$ cat src/rtl/mdr_pkg.sv
// Shared constants and types for the multiply/divide/root unit.
package mdr_pkg;

  localparam int unsigned DW     = 16;
  localparam int unsigned DW_DBL = 2 * DW;
  localparam int unsigned CW     = $clog2(DW);

  typedef enum logic [2:0] {
    IDLE,
    LOAD,
    ITER,
    FIX,
    DONE
  } div_state_e;

endpackage

$ cat src/rtl/restoring_divider_if.sv
// Start/ready handshake and result bus between the MDR control FSM and the divider.
interface restoring_divider_if #(
  parameter int unsigned DW = mdr_pkg::DW
) ();

  logic          start;
  logic [DW-1:0] dividend;
  logic [DW-1:0] divisor;
  logic          busy;
  logic          ready;
  logic [DW-1:0] quotient;
  logic [DW-1:0] remainder;
  logic          div_by_zero;
  logic          overflow;

  modport master (
    output start, dividend, divisor,
    input  busy, ready, quotient, remainder, div_by_zero, overflow
  );

  modport slave (
    input  start, dividend, divisor,
    output busy, ready, quotient, remainder, div_by_zero, overflow
  );

endinterface

$ cat src/rtl/restoring_divider_div_iter_counter.sv
// Iteration counter for the divider: sync clear, enable, terminal count at DW-1.
module div_iter_counter #(
  parameter int unsigned DW = mdr_pkg::DW,
  parameter int unsigned CW = $clog2(DW)
) (
  input  logic clk,
  input  logic rst,
  input  logic en,
  input  logic clr,
  output logic tc
);

  logic [CW-1:0] count_q, count_d;

  // Next count: clear wins over enable.
  always_comb begin
    count_d = count_q;
    if (clr) begin
      count_d = '0;
    end else if (en) begin
      count_d = count_q + 1'b1;
    end
  end

  // Count register with synchronous reset.
  always_ff @(posedge clk) begin
    if (rst) begin
      count_q <= '0;
    end else begin
      count_q <= count_d;
    end
  end

  assign tc = (count_q == CW'(DW - 1));

endmodule

$ cat src/rtl/restoring_divider.sv
// Sequential signed restoring divider: magnitudes, one quotient bit per clock, then sign fix.
module restoring_divider #(
  parameter int unsigned DW = mdr_pkg::DW
) (
  input logic                clk,
  input logic                rst,
  restoring_divider_if.slave bus
);

  import mdr_pkg::*;

  localparam int unsigned WW = 2 * DW + 1;
  localparam logic [DW-1:0] MIN_VAL = {1'b1, {(DW - 1){1'b0}}};

  div_state_e    state_q, state_d;
  logic [DW-1:0] dvd_q, dvd_d;
  logic [DW-1:0] dvs_q, dvs_d;
  logic [DW-1:0] dvs_mag_q, dvs_mag_d;
  logic [WW-1:0] work_q, work_d;
  logic          qneg_q, qneg_d;
  logic          rneg_q, rneg_d;
  logic          busy_q, busy_d;
  logic          ready_q, ready_d;
  logic [DW-1:0] quot_q, quot_d;
  logic [DW-1:0] rem_q, rem_d;
  logic          dbz_q, dbz_d;
  logic          ovf_q, ovf_d;

  logic          cnt_en, cnt_clr, cnt_tc;
  logic [DW-1:0] dvd_mag, dvs_mag, q_mag, r_mag;
  logic [WW-1:0] shifted;
  logic [DW:0]   trial;

  div_iter_counter #(
    .DW (DW),
    .CW ($clog2(DW))
  ) u_cnt (
    .clk (clk),
    .rst (rst),
    .en  (cnt_en),
    .clr (cnt_clr),
    .tc  (cnt_tc)
  );

  // Next-state and datapath: FSM sequencing, restoring step and sign correction.
  always_comb begin
    state_d   = state_q;
    dvd_d     = dvd_q;
    dvs_d     = dvs_q;
    dvs_mag_d = dvs_mag_q;
    work_d    = work_q;
    qneg_d    = qneg_q;
    rneg_d    = rneg_q;
    busy_d    = busy_q;
    ready_d   = ready_q;
    quot_d    = quot_q;
    rem_d     = rem_q;
    dbz_d     = dbz_q;
    ovf_d     = ovf_q;
    cnt_en    = 1'b0;
    cnt_clr   = 1'b0;

    dvd_mag = dvd_q[DW-1] ? (~dvd_q + 1'b1) : dvd_q;
    dvs_mag = dvs_q[DW-1] ? (~dvs_q + 1'b1) : dvs_q;
    shifted = work_q << 1;
    trial   = shifted[WW-1:DW] - {1'b0, dvs_mag_q};
    q_mag   = work_q[DW-1:0];
    r_mag   = work_q[2*DW-1:DW];

    case (state_q)
      IDLE: begin
        if (bus.start) begin
          dvd_d   = bus.dividend;
          dvs_d   = bus.divisor;
          busy_d  = 1'b1;
          state_d = LOAD;
        end
      end
      LOAD: begin
        work_d    = {{(DW + 1){1'b0}}, dvd_mag};
        dvs_mag_d = dvs_mag;
        qneg_d    = dvd_q[DW-1] ^ dvs_q[DW-1];
        rneg_d    = dvd_q[DW-1];
        dbz_d     = 1'b0;
        ovf_d     = 1'b0;
        cnt_clr   = 1'b1;
        if (dvs_q == '0) begin
          dbz_d   = 1'b1;
          quot_d  = '1;
          rem_d   = dvd_q;
          busy_d  = 1'b0;
          ready_d = 1'b1;
          state_d = DONE;
        end else if (dvd_q == MIN_VAL && dvs_q == '1) begin
          ovf_d   = 1'b1;
          quot_d  = MIN_VAL;
          rem_d   = '0;
          busy_d  = 1'b0;
          ready_d = 1'b1;
          state_d = DONE;
        end else begin
          state_d = ITER;
        end
      end
      ITER: begin
        // Keep the subtraction only when the partial remainder stays non-negative.
        if (!trial[DW]) begin
          work_d = {trial, shifted[DW-1:1], 1'b1};
        end else begin
          work_d = shifted;
        end
        cnt_en = 1'b1;
        if (cnt_tc) begin
          state_d = FIX;
        end
      end
      FIX: begin
        quot_d  = qneg_q ? (~q_mag + 1'b1) : q_mag;
        rem_d   = rneg_q ? (~r_mag + 1'b1) : r_mag;
        busy_d  = 1'b0;
        ready_d = 1'b1;
        state_d = DONE;
      end
      DONE: begin
        ready_d = 1'b0;
        state_d = IDLE;
      end
      default: begin
        state_d = IDLE;
      end
    endcase
  end

  // State and output registers with synchronous reset.
  always_ff @(posedge clk) begin
    if (rst) begin
      state_q   <= IDLE;
      dvd_q     <= '0;
      dvs_q     <= '0;
      dvs_mag_q <= '0;
      work_q    <= '0;
      qneg_q    <= 1'b0;
      rneg_q    <= 1'b0;
      busy_q    <= 1'b0;
      ready_q   <= 1'b0;
      quot_q    <= '0;
      rem_q     <= '0;
      dbz_q     <= 1'b0;
      ovf_q     <= 1'b0;
    end else begin
      state_q   <= state_d;
      dvd_q     <= dvd_d;
      dvs_q     <= dvs_d;
      dvs_mag_q <= dvs_mag_d;
      work_q    <= work_d;
      qneg_q    <= qneg_d;
      rneg_q    <= rneg_d;
      busy_q    <= busy_d;
      ready_q   <= ready_d;
      quot_q    <= quot_d;
      rem_q     <= rem_d;
      dbz_q     <= dbz_d;
      ovf_q     <= ovf_d;
    end
  end

  assign bus.busy        = busy_q;
  assign bus.ready       = ready_q;
  assign bus.quotient    = quot_q;
  assign bus.remainder   = rem_q;
  assign bus.div_by_zero = dbz_q;
  assign bus.overflow    = ovf_q;

endmodule
$ cat src/flat_wrapper.sv
// flat-port wrapper written by rule: the top's interface ports become plain ports
module restoring_divider_flat import mdr_pkg::*;
#(
  parameter int unsigned DW = mdr_pkg::DW
)
  (clk, rst, bus_start, bus_dividend, bus_divisor, bus_busy, bus_ready, bus_quotient, bus_remainder, bus_div_by_zero, bus_overflow);
  restoring_divider_if #(.DW(DW)) bus_i ();
  input logic clk;
  input logic rst;
  input wire logic [$bits(bus_i.start)-1:0] bus_start;
  input wire logic [$bits(bus_i.dividend)-1:0] bus_dividend;
  input wire logic [$bits(bus_i.divisor)-1:0] bus_divisor;
  output wire logic [$bits(bus_i.busy)-1:0] bus_busy;
  output wire logic [$bits(bus_i.ready)-1:0] bus_ready;
  output wire logic [$bits(bus_i.quotient)-1:0] bus_quotient;
  output wire logic [$bits(bus_i.remainder)-1:0] bus_remainder;
  output wire logic [$bits(bus_i.div_by_zero)-1:0] bus_div_by_zero;
  output wire logic [$bits(bus_i.overflow)-1:0] bus_overflow;
  assign bus_i.start = bus_start;
  assign bus_i.dividend = bus_dividend;
  assign bus_i.divisor = bus_divisor;
  assign bus_busy = bus_i.busy;
  assign bus_ready = bus_i.ready;
  assign bus_quotient = bus_i.quotient;
  assign bus_remainder = bus_i.remainder;
  assign bus_div_by_zero = bus_i.div_by_zero;
  assign bus_overflow = bus_i.overflow;
  restoring_divider #(.DW(DW)) u_core (.clk(clk), .rst(rst), .bus(bus_i));
endmodule
$ cat config.mk
export PLATFORM = sky130hd
export DESIGN_NAME = restoring_divider_flat
export DESIGN_NICKNAME = d
export VERILOG_FILES = /design/src/rtl/mdr_pkg.sv /design/src/rtl/restoring_divider_if.sv /design/src/rtl/restoring_divider_div_iter_counter.sv /design/src/rtl/restoring_divider.sv /design/src/flat_wrapper.sv
export SDC_FILE = /design/constraint.sdc
export NUM_CORES = 1
export LEC_CHECK = 0
export ABC_AREA = 1
export BUFFER_PORTS_ARGS = -buffer_cell sky130_fd_sc_hd__buf_4
export CAP_MARGIN = 20
export CORE_UTILIZATION = 60
export CTS_BUF_LIST = sky130_fd_sc_hd__clkbuf_2 sky130_fd_sc_hd__clkbuf_4 sky130_fd_sc_hd__clkbuf_8
export DETAILED_ROUTE_END_ITERATION = 7
export GPL_ROUTABILITY_DRIVEN = 0
export PLACE_DENSITY_LB_ADDON = 0.2
export SLEW_MARGIN = 20
export SYNTH_ARGS = -nofsm -noshare
export SYNTH_HDL_FRONTEND = slang
export SYNTH_SLANG_ARGS = --single-unit
export TNS_END_PERCENT = 1
$ cat constraint.sdc
create_clock -name clk -period 2.7 [get_ports clk]
set_input_delay 0.135 -clock clk [delete_from_list [all_inputs] [get_ports clk]]
set_output_delay 0.135 -clock clk [all_outputs]
set_load 0.05 [all_outputs]
-- Yosys cells after proc, flatten, opt, wreduce, memory -nomap -nowiden
Index checks and enable logic that the tools add are counted.
- add/sub/neg operators: 6
- equality and inequality tests: 10
- muxes and demuxes: 29
- bitwise gates (word level): 5
- reduce and logical (&&, ||, !) cells: 13
- operator list (kind ; count):
    $mux 16 ; 8
    $add 16x1->16 const B ; 4
    $not 16->16 ; 4
    $pmux 16 s2 ; 2
    $pmux 32 s2 ; 1
    $eq 16x16->1 const B ; 2
    $mux 32 ; 1
    $sub 17x16->17 ; 1
    $logic_not 16->1 ; 1
    $mux 3 ; 4
    $pmux 3 s4 ; 1
    $mux 1 ; 10
    $reduce_and 2->1 ; 4
    $eq 3x2->1 const B ; 2
    $pmux 1 s3 ; 2
    $reduce_bool 3->1 ; 2
    $add 4x1->4 const B ; 1
    $eq 4x4->1 const B ; 1
    $reduce_bool 2->1 ; 2
    $eq 3x1->1 const B ; 1
    $eq 3x3->1 const B ; 1
    $logic_not 3->1 ; 1
    $ne 3x1->1 const B ; 1
    $reduce_and 3->1 ; 1
    5 further kinds ; 5
- register bits after elaboration: 125
- input bits: 35
- output and inout port bits: 36
- word-level logic and storage cells: 77

-- Longest topological paths before layout
Gate-level depths: netlist (run 1).
- depth in word-level cells: 5
- mapped depth: 16
- mapped depth without buffers: 15

-- By module
Synthesis (run 1) repeated with hierarchy kept, for this count alone.
- cells, all modules: 1186
- area, all modules: 7548.5 um^2
- by module, submodules not included (module ; instances ; cells an instance ; area each (um^2)):
    restoring_divider ; 1 ; 1163 ; 7375.8
    div_iter_counter ; 1 ; 23 ; 172.7

-- Worst setup path before layout (run 1)
OpenSTA, ideal clock, no wires.
- kind: reg-to-reg
- start: register u_core.work_q[15]
- end: register u_core.work_q[22]
- arrival: 1970 ps
- required time: 2568 ps
- setup slack: 598 ps
- stages on the path, launching flop included: 17
- path buffers: 1
- period minus slack after synthesis: 2102 ps
- path through: dfxtp_1 inv_1 ha_1 fa_1 inv_1 nand2_1 nand2_1 nand3_1 nand2_1 nand2_1 nand2_1 nand2_2 nand2_2 buf_6 nand2_1 nand3_1 a21oi_1
- cells in the longest elaborated chain, start to end: 3
- ends and longest elaborated chain (item ; line ; source):
    from (decl) ; restoring_divider.sv:19 ; logic [WW-1:0] work_q, work_d;
    from (signal assigned) ; restoring_divider.sv:155 ; work_q <= work_d;
    $sub 17x16->17 ; restoring_divider.sv:66 ; trial = shifted[WW-1:DW] - {1'b0, dvs_mag_q};
    $mux 32 ; restoring_divider.sv:107 ; if (!trial[DW]) begin
    $pmux 32 s2 ; restoring_divider.sv:70 ; case (state_q)
No other way between the ends.
A chain may end at the register's enable or synchronous reset.

-- Final worst setup path (run 1)
- start: register u_core.work_q[15]
- end: register u_core.work_q[28]
Same word-level chain as after synthesis.

==> flow_summary.json, run 1 <==
{
  "synth.top_cells.by_area": "dfxtp_1 (33%), nand2_1 (14%), inv_1 (7.2%), nand3_1 (6.8%), a21oi_1 (6.7%)",
  "r2r_setup_slack_ns": 0.26,
  "firstDrtPassIters": 7,
  "synthArstFlopShare": 0,
  "drc": 0,
  "reg2reg_from": "u_core.work_q[15]",
  "crit_end": "u_core.work_q[28]",
  "grt_pass1_vias": 6941,
  "slew_headroom": 0.560,
  "coreArea_sq_um": 12200,
  "grt_antenna_before_repair": 0,
  "numClockSinks": 125,
  "drt_iter0_drc": 681,
  "ys_ff_latch": 125,
  "wl_um": 20700,
  "die_area_sq_um": 13200,
  "crit_start": "u_core.work_q[15]",
  "status": "finished with violations",
  "dieWidth_um": 115,
  "wl_per_cell_um": 14.2,
  "crit_path_top_delay_cell": "fa_1",
  "grt_pass1_wl_um": 33500,
  "io_pins": 71,
  "violations": "hold timing",
  "final_nets": 1336,
  "synth_mux_area_frac": 0,
  "cts_made_buffers": 17,
  "syn-cell-area_sq_um": 7670,
  "required_ns": 3.03,
  "r2r-end": "u_core.work_q[28]",
  "comb_power_share": 0.604,
  "synthDistinctLibCells": 44,
  "end_kind": "flop",
  "cts_tree": "done",
  "post-cts-setup-buffer-count": 0,
  "cp_common_cell": "nand2_1",
  "grt_overflow": 0,
  "synthXorXnorAreaFrac": 0.0308,
  "pre_cts_ws_ns": 0.244,
  "area_growth_pct": 17.5,
  "synth-simple-area-share": 0.327,
  "power.density_nw_per_um2": 1290,
  "fin_crit_ns": 2.44,
  "synth-compound-area-share": 0.166,
  "tightest_slew_ns": 0.660,
  "worstPathArrival_ns": 2.77,
  "rows": 40,
  "avgViaCountPerCell": 5.45,
  "drive_gt1_frac": 0.125,
  "dp_hpwl_um": 14600,
  "hp-class": "primary input to flop",
  "grt_use_total": 0.326,
  "crit_path_max_fanout": 13,
  "cellInternalPower_uw": 5680,
  "p_sw_uw": 5980,
  "synth_top_family_by_area": "simple AND/OR/NAND/NOR gates",
  "irDropWorstVdd_v": 0.000654,
  "fin_ws_ns": 0.263,
  "diodes": 0,
  "synth_flop_cell": "dfxtp_1",
  "cap_violations": 0,
  "seqPwrFrac": 0.237,
  "whs_ns": -0.00241,
  "insertion_delay_ns": 0.45,
  "ant_nets": 0,
  "slew_violations": 0,
  "max_freq_mhz": 410,
  "sw_frac_of_total": 0.513,
  "synth-edff-count": 0,
  "synthAdderAreaFrac": 0.0385,
  "synth_top_area_share": 0.326,
  "nFillCells": 1066,
  "path_clk_slew_ns": 0.08,
  "clock_skew_ns": 0.0103,
  "cts_max_level": 4,
  "die_y_um": 115,
  "vias": 7956,
  "final.setup.tns_ns": 0,
  "synth_cells": 1195,
  "clockBufferDepth": 2,
  "ys_warn_count": 0,
  "start_util": 0.628,
  "setup_violations": 0,
  "cp_cell_sequence": "inv_1 -> ha_1 -> fa_1 -> inv_1 -> nand2_1 -> nand2_1 -> nand3_1 -> nand2_1 -> nand2_1 -> nand2_1 -> nand2_2 -> nand2_4 -> nand2_1 -> nand3_1 -> a21oi_1",
  "cts_root_buf": "clkbuf_8",
  "syn_nets": 1253,
  "cp-start-kind": "flop",
  "port_buffers": 70,
  "seq_area_frac_synth": 0.326,
  "p_clk_frac": 0.159,
  "cpPeakStageDelay_ns": 0.41,
  "worstSetupPathType": "flop to flop",
  "p_leak_uw": 0.00408,
  "synth.avg_cell_area_sq_um": 6.42,
  "grt_max_degree": 72,
  "worstRegToRegCells": 15,
  "hold_violations": 1,
  "rsz0062_at_grt": "no",
  "period_share": 0.903,
  "synth_area_leader_cell": "dfxtp_1"
}
## registers in the layout, indices dropped and copies added (netlist names)
register and cells:
u_core.work_q 32, u_core.bus.quotient 16, u_core.bus.remainder 16, u_core.dvd_q 16, u_core.dvs_mag_q 16, u_core.dvs_q 16, u_core.u_cnt.count_q 4, u_core.state_q 3
u_core.bus.busy 1, u_core.bus.div_by_zero 1, u_core.bus.overflow 1, u_core.bus.ready 1, u_core.qneg_q 1, u_core.rneg_q 1
## kinds of logic (layout without fill, tap and decap cells)
family	after synthesis	count (layout)
xor+xnor	27	27
compound gates	235	235
flops	125	125
fa+ha+maj	23	23
simple gates	576	576
buf+inv	209	305
## worst max-delay path, delay by kind of cell, from the launching register on
kind | cells | cell delay, ns
adders and majority gates | 2 | 0.64
AOI/OAI and AO/OA | 1 | 0.06
buffers and inverters | 2 | 0.16
DFF | 1 | 0.38
and+or+nand+nor | 10 | 1.07
## layout make-up
cell class / instances / area, sq um / share of cell area
clock inverters: 13 / 188 / 0.0208
repair buffers: 112 / 928 / 0.103
multi-input cells: 861 / 4320 / 0.479
well taps: 168 / 210 / 0.0233
inverters: 161 / 604 / 0.0671
flip-flops and latches: 125 / 2500 / 0.278
clock buffers: 19 / 262 / 0.0290
## synthesized netlist by cell type, types with 2 or more instances
master and n:
nor3_2 5, nor2_1 117, inv_2 13, nand3_1 104
a31oi_1 8, o21ai_0 76, xnor2_1 5, nor3_1 14
nor2_4 3, a21o_1 2, dfxtp_1 125, xor2_1 22
ha_1 22, nand3_2 3, and2_1 2, nand4_1 12
buf_6 6, clkbuf_1 23, nor2_2 3, o21ai_1 11
buf_2 11, o22ai_1 20, inv_1 147, nand2_1 292
buf_4 3, nand3b_1 6, a32o_1 2, and3_1 2
o21ai_2 6, a21oi_1 103, buf_1 5, nand2_2 9
a21oi_2 2
## power groups by stage
stage | clock network (uW) | logic (uW) | registers (uW)
global placement | 0 | 6750 | 2770
detailed placement | 0 | 6820 | 2780
global route | 1940 | 7920 | 2810
finish | 1860 | 7040 | 2760
CTS | 1860 | 6920 | 2740
floorplan | 0 | 5220 | 3120
## per-stage QoR
step	cell area (sq um)	hold slack, ns	util	instances	total power, uW
2_1_floorplan	7670	0.214	-	1195	8330
3_3_place_gp	8260	0.416	0.676	1397	9520
3_5_place_dp	8260	0.421	0.676	1397	9600
4_1_cts	9010	0.00221	0.738	1459	11500
5_1_grt	9010	0.0104	0.738	1459	12700
6_report	9010	-0.00241	0.738	1459	11700
## routing by layer
layer	part of all wire	up-vias	track usage
li1	-	4046	-
met1	0.45	3562	0.452
met2	0.45	319	0.523
met3	0.078	29	0.0501
met4	0.016	0	0.0978
met5	0	-	0
## worst min path at each step
stage | start | to | slack, ns | depth (start not counted)
2_1_floorplan | rst | u_core.state_q[0] | 0.21 | 1
4_1_cts | bus_dividend[10] | u_core.dvd_q[10] | 0.002 | 3
3_3_place_gp | bus_divisor[11] | u_core.dvs_q[11] | 0.42 | 3
5_1_grt | bus_dividend[10] | u_core.dvd_q[10] | 0.01 | 3
3_5_place_dp | bus_dividend[8] | u_core.dvd_q[8] | 0.42 | 3
6_report | bus_dividend[10] | u_core.dvd_q[10] | -0.002 | 3
## what timing repair did
item	in CTS	in global routing
hold buffers	30	0
resized for setup	0	1
endpoints found under the hold margin	30	0
setup endpoints to repair	0	1
## layout by cell type (no fill, tap or decap), types with 2 or more instances in the layout
cell type        n
and2_1           2
bufinv_16        4
nand2_1        292
clkinv_2         2
dfxtp_1        125
nor2_4           3
ha_1            22
nor2_1         117
a21oi_2          2
nand3b_1         6
clkbuf_8        19
nand3_2          3
o21ai_0         76
a31oi_1          8
a21oi_1        103
inv_6            2
nor3_2           5
and3_1           2
clkinv_4         2
xor2_1          22
o22ai_1         20
nor3_1          14
a32o_1           2
o21ai_1         11
nor2_2           3
nand3_1        104
clkinvlp_4       3
o21ai_2          6
inv_1          146
buf_4           81
xnor2_1          5
dlygate4sd3_1   30
nand2_2          8
nand4_1         12
a21o_1           2
inv_2           14
Power figures use the tool's default switching activity.
==> run 2, diff against run 1 <==
--- a/config.mk
+++ b/config.mk
@@ -5,15 +5,14 @@
 export SDC_FILE = /design/constraint.sdc
 export NUM_CORES = 1
 export LEC_CHECK = 0
-export ABC_AREA = 1
+export ABC_AREA = 0
 export BUFFER_PORTS_ARGS = -buffer_cell sky130_fd_sc_hd__buf_4
 export CAP_MARGIN = 20
-export CORE_UTILIZATION = 60
+export CORE_UTILIZATION = 45
 export CTS_BUF_LIST = sky130_fd_sc_hd__clkbuf_2 sky130_fd_sc_hd__clkbuf_4 sky130_fd_sc_hd__clkbuf_8
 export DETAILED_ROUTE_END_ITERATION = 7
 export GPL_ROUTABILITY_DRIVEN = 0
 export PLACE_DENSITY_LB_ADDON = 0.2
-export SLEW_MARGIN = 20
 export SYNTH_ARGS = -nofsm -noshare
 export SYNTH_HDL_FRONTEND = slang
 export SYNTH_SLANG_ARGS = --single-unit
==> run 2 against run 1 <==
Effect of this change:
- the run ends with DRC left
- combinational power is 66% lower
- critical path depth fell by 6
- worst setup slack lost 0.16 ns
- register-to-register slack worse by 0.16 ns
- sequential share of layout area grew 1.8 points
- maximum frequency down 6.3%
- first-iteration DRC count decreased by 27%
- cell area is 5.9% lower
- critical endpoint is now u_core.bus.quotient[3]
==> flow_summary.json, run 2 <==
{
  "status": "finished with violations",
  "violations": "DRC",
  "numClockSinks": 125,
  "die_area_sq_um": 15700,
  "synth_cells": 859,
  "cts_made_buffers": 17,
  "final.setup.tns_ns": 0,
  "rows": 44,
  "syn-cell-area_sq_um": 6860,
  "utilization": 0.577,
  "cp-start-kind": "flop",
  "area_growth_pct": 23.5,
  "synth-edff-count": 0,
  "synth_flop_cell": "dfxtp_1",
  "sw_frac_of_total": 0.386,
  "port_buffers": 70,
  "grt_pass1_vias": 5811,
  "rsz0062_at_grt": "yes",
  "globalRoute.busiestLayer": "met2",
  "crit_path_max_fanout": 13,
  "period_share": 0.964,
  "cts_tree": "done",
  "p_sw_uw": 2340,
  "synth.avg_cell_area_sq_um": 7.99,
  "path_clk_slew_ns": 0.07,
  "wl_per_cell_um": 16.0,
  "use_met1": 0.343,
  "vias": 6401,
  "grt_pass1_wl_um": 29800,
  "use_met3": 0.0535,
  "r2r-end": "u_core.bus.quotient[3]",
  "hp-class": "primary input to flop",
  "ys_top_cells_by_count": "nand2_1 (136), dfxtp_1 (125), nor2_1 (89)",
  "avgViaCountPerCell": 5.49,
  "irDropWorstVdd_v": 0.000355,
  "start_util": 0.467,
  "fin_crit_ns": 2.60,
  "comb_power_share": 0.394,
  "insertion_delay_ns": 0.45,
  "drive_gt1_frac": 0.179,
  "synth.most_common_cell": "nand2_1",
  "grt_max_degree": 53,
  "ant_nets": 0,
  "p_leak_uw": 0.00336,
  "synthDistinctLibCells": 55,
  "largest-register": "u_core.work_q",
  "required_ns": 3.05,
  "hold_violations": 0,
  "synth_top_area_share": 0.365,
  "synthArstFlopShare": 0,
  "die_y_um": 125,
  "r2r_setup_slack_ns": 0.1,
  "diodes": 0,
  "crit_start": "u_core.dvs_q[8]",
  "met2_usage": 0.355,
  "synth.top_cells.by_area": "dfxtp_1 (36%), nand2_1 (7.4%), xnor2_1 (6.0%), a21oi_1 (5.5%), nor2_1 (4.9%)",
  "seq_area_frac_synth": 0.365,
  "reg2reg_from": "u_core.dvs_q[8]",
  "largest_reg_flops": 32,
  "setup_violations": 0,
  "clock_skew_ns": 0.0123,
  "end_kind": "flop",
  "p_clk_frac": 0.240,
  "grt_antenna_before_repair": 0,
  "seqPwrFrac": 0.366,
  "drc": 4,
  "layout_commonest_cell": "nand2_1",
  "slew_headroom": 0.288,
  "fin_ws_ns": 0.0979,
  "max_freq_mhz": 384,
  "ys_warn_count": 0,
  "dp_hpwl_um": 13100,
  "power.density_nw_per_um2": 714,
  "syn_nets": 917,
  "firstDrtPassIters": 8,
  "synth_area_leader_cell": "dfxtp_1",
  "grt_use_total": 0.239,
  "cts_root_buf": "clkbuf_8",
  "dieWidth_um": 125,
  "drt_iter0_drc": 495,
  "clockBufferDepth": 2,
  "final_nets": 1031,
  "worstPathArrival_ns": 2.95,
  "tightest_slew_ns": 1.07,
  "cts_max_level": 4,
  "ys_ff_latch": 125,
  "wl_um": 18600,
  "cellInternalPower_uw": 3720,
  "grt_overflow": 0,
  "worstSetupPathType": "flop to flop",
  "worstRegToRegCells": 9,
  "coreArea_sq_um": 14700,
  "pre_cts_ws_ns": 0.0338,
  "cap_violations": 0,
  "io_pins": 71,
  "slew_violations": 0,
  "crit_end": "u_core.bus.quotient[3]",
  "final_cell_mix": "nand2_1 (136), dfxtp_1 (125), buf_4 (112)"
}
[run 2: cell count changes after synthesis, sizes merged, moves of 13 or more]
| cell | before | now |
|---|---|---|
| xnor2 | 5 | 47 |
| nand2 | 301 | 136 |
| clkbuf | 23 | 47 |
| nand3 | 107 | 31 |
| o22ai | 20 | 2 |
| a211oi | 1 | 32 |
| buf | 25 | 8 |
| o21ai | 93 | 31 |
| a21oi | 105 | 77 |
| inv | 160 | 27 |
| nor2 | 124 | 90 |
| a222oi | 0 | 13 |
| nand2b | 0 | 13 |
[run 2: worst min-delay path by stage]
stage / start / to / slack [ns] / cells after the start
floorplan: bus_divisor[6] / u_core.dvs_q[6] / 0.27 / 2
global placement: bus_dividend[5] / u_core.dvd_q[5] / 0.39 / 3
detailed placement: bus_dividend[9] / u_core.dvd_q[9] / 0.39 / 3
CTS: rst / u_core.work_q[0] / 0.12 / 2
global route: rst / u_core.work_q[0] / 0.14 / 2
finish: rst / u_core.work_q[0] / 0.14 / 2
[run 2: power groups by stage]
stage          clock, uW  sequential (uW)  combinational, uW
3_5_place_dp           0             2250               2250
5_1_grt             1550             2240               2620
2_1_floorplan          0             2380               1470
3_3_place_gp           0             2250               2230
6_report            1450             2210               2390
4_1_cts             1470             2210               2300
[run 2: per-stage QoR]
step,hold slack (ns),std cells,total power [uW],instance area (sq um)
3_3_place_gp,0.385,1101,4480,7720
3_5_place_dp,0.387,1101,4500,7720
6_report,0.145,1166,6050,8480
4_1_cts,0.117,1161,5980,8370
5_1_grt,0.145,1166,6400,8480
2_1_floorplan,0.271,859,3850,6860
[run 2: final cells by class]
class / instances / area [sq um]
Tap cell: 184 / 230
Fill cell: 1360 / 6220
Clock buffer: 20 / 256
Timing Repair Buffer: 150 / 1280
Clock inverter: 8 / 73.8
Inverter: 27 / 101
Sequential cell: 125 / 2500
Multi-Input combinational cell: 652 / 4030
[run 2: cell families after synthesis]
logic type	share of synthesized area
simple gates	0.222
flops	0.365
xor+xnor	0.0945
compound gates	0.218
mux	0.00584
buf+inv	0.0520
fa+ha+maj	0.0430
[run 2: what timing repair did]
item / 4_1_cts / 5_1_grt
resized for setup: 0 / 4
endpoints found under the setup margin: 0 / 44
endpoints found under the hold margin: 32 / 0
hold buffers: 32 / 0
buffers inserted: 0 / 2
[run 2: worst max-delay path, cell delays in order, from the launching register on]
cell,delay [ns]
dfxtp_1,0.32
nor4_2,0.31
nand2b_1,0.14
or4_4,0.45
or4_4,0.57
a21oi_4,0.17
buf_12,0.14
buf_12,0.14
nor2_1,0.06
nor3_1,0.21
[run 2: per-layer routing]
metal  routed length [um]  vias to the layer above
met5                    0                        -
met4                  234                        0
met3                 1130                       20
met2                 8030                      173
met1                 9240                     2946
li1                     -                     3262
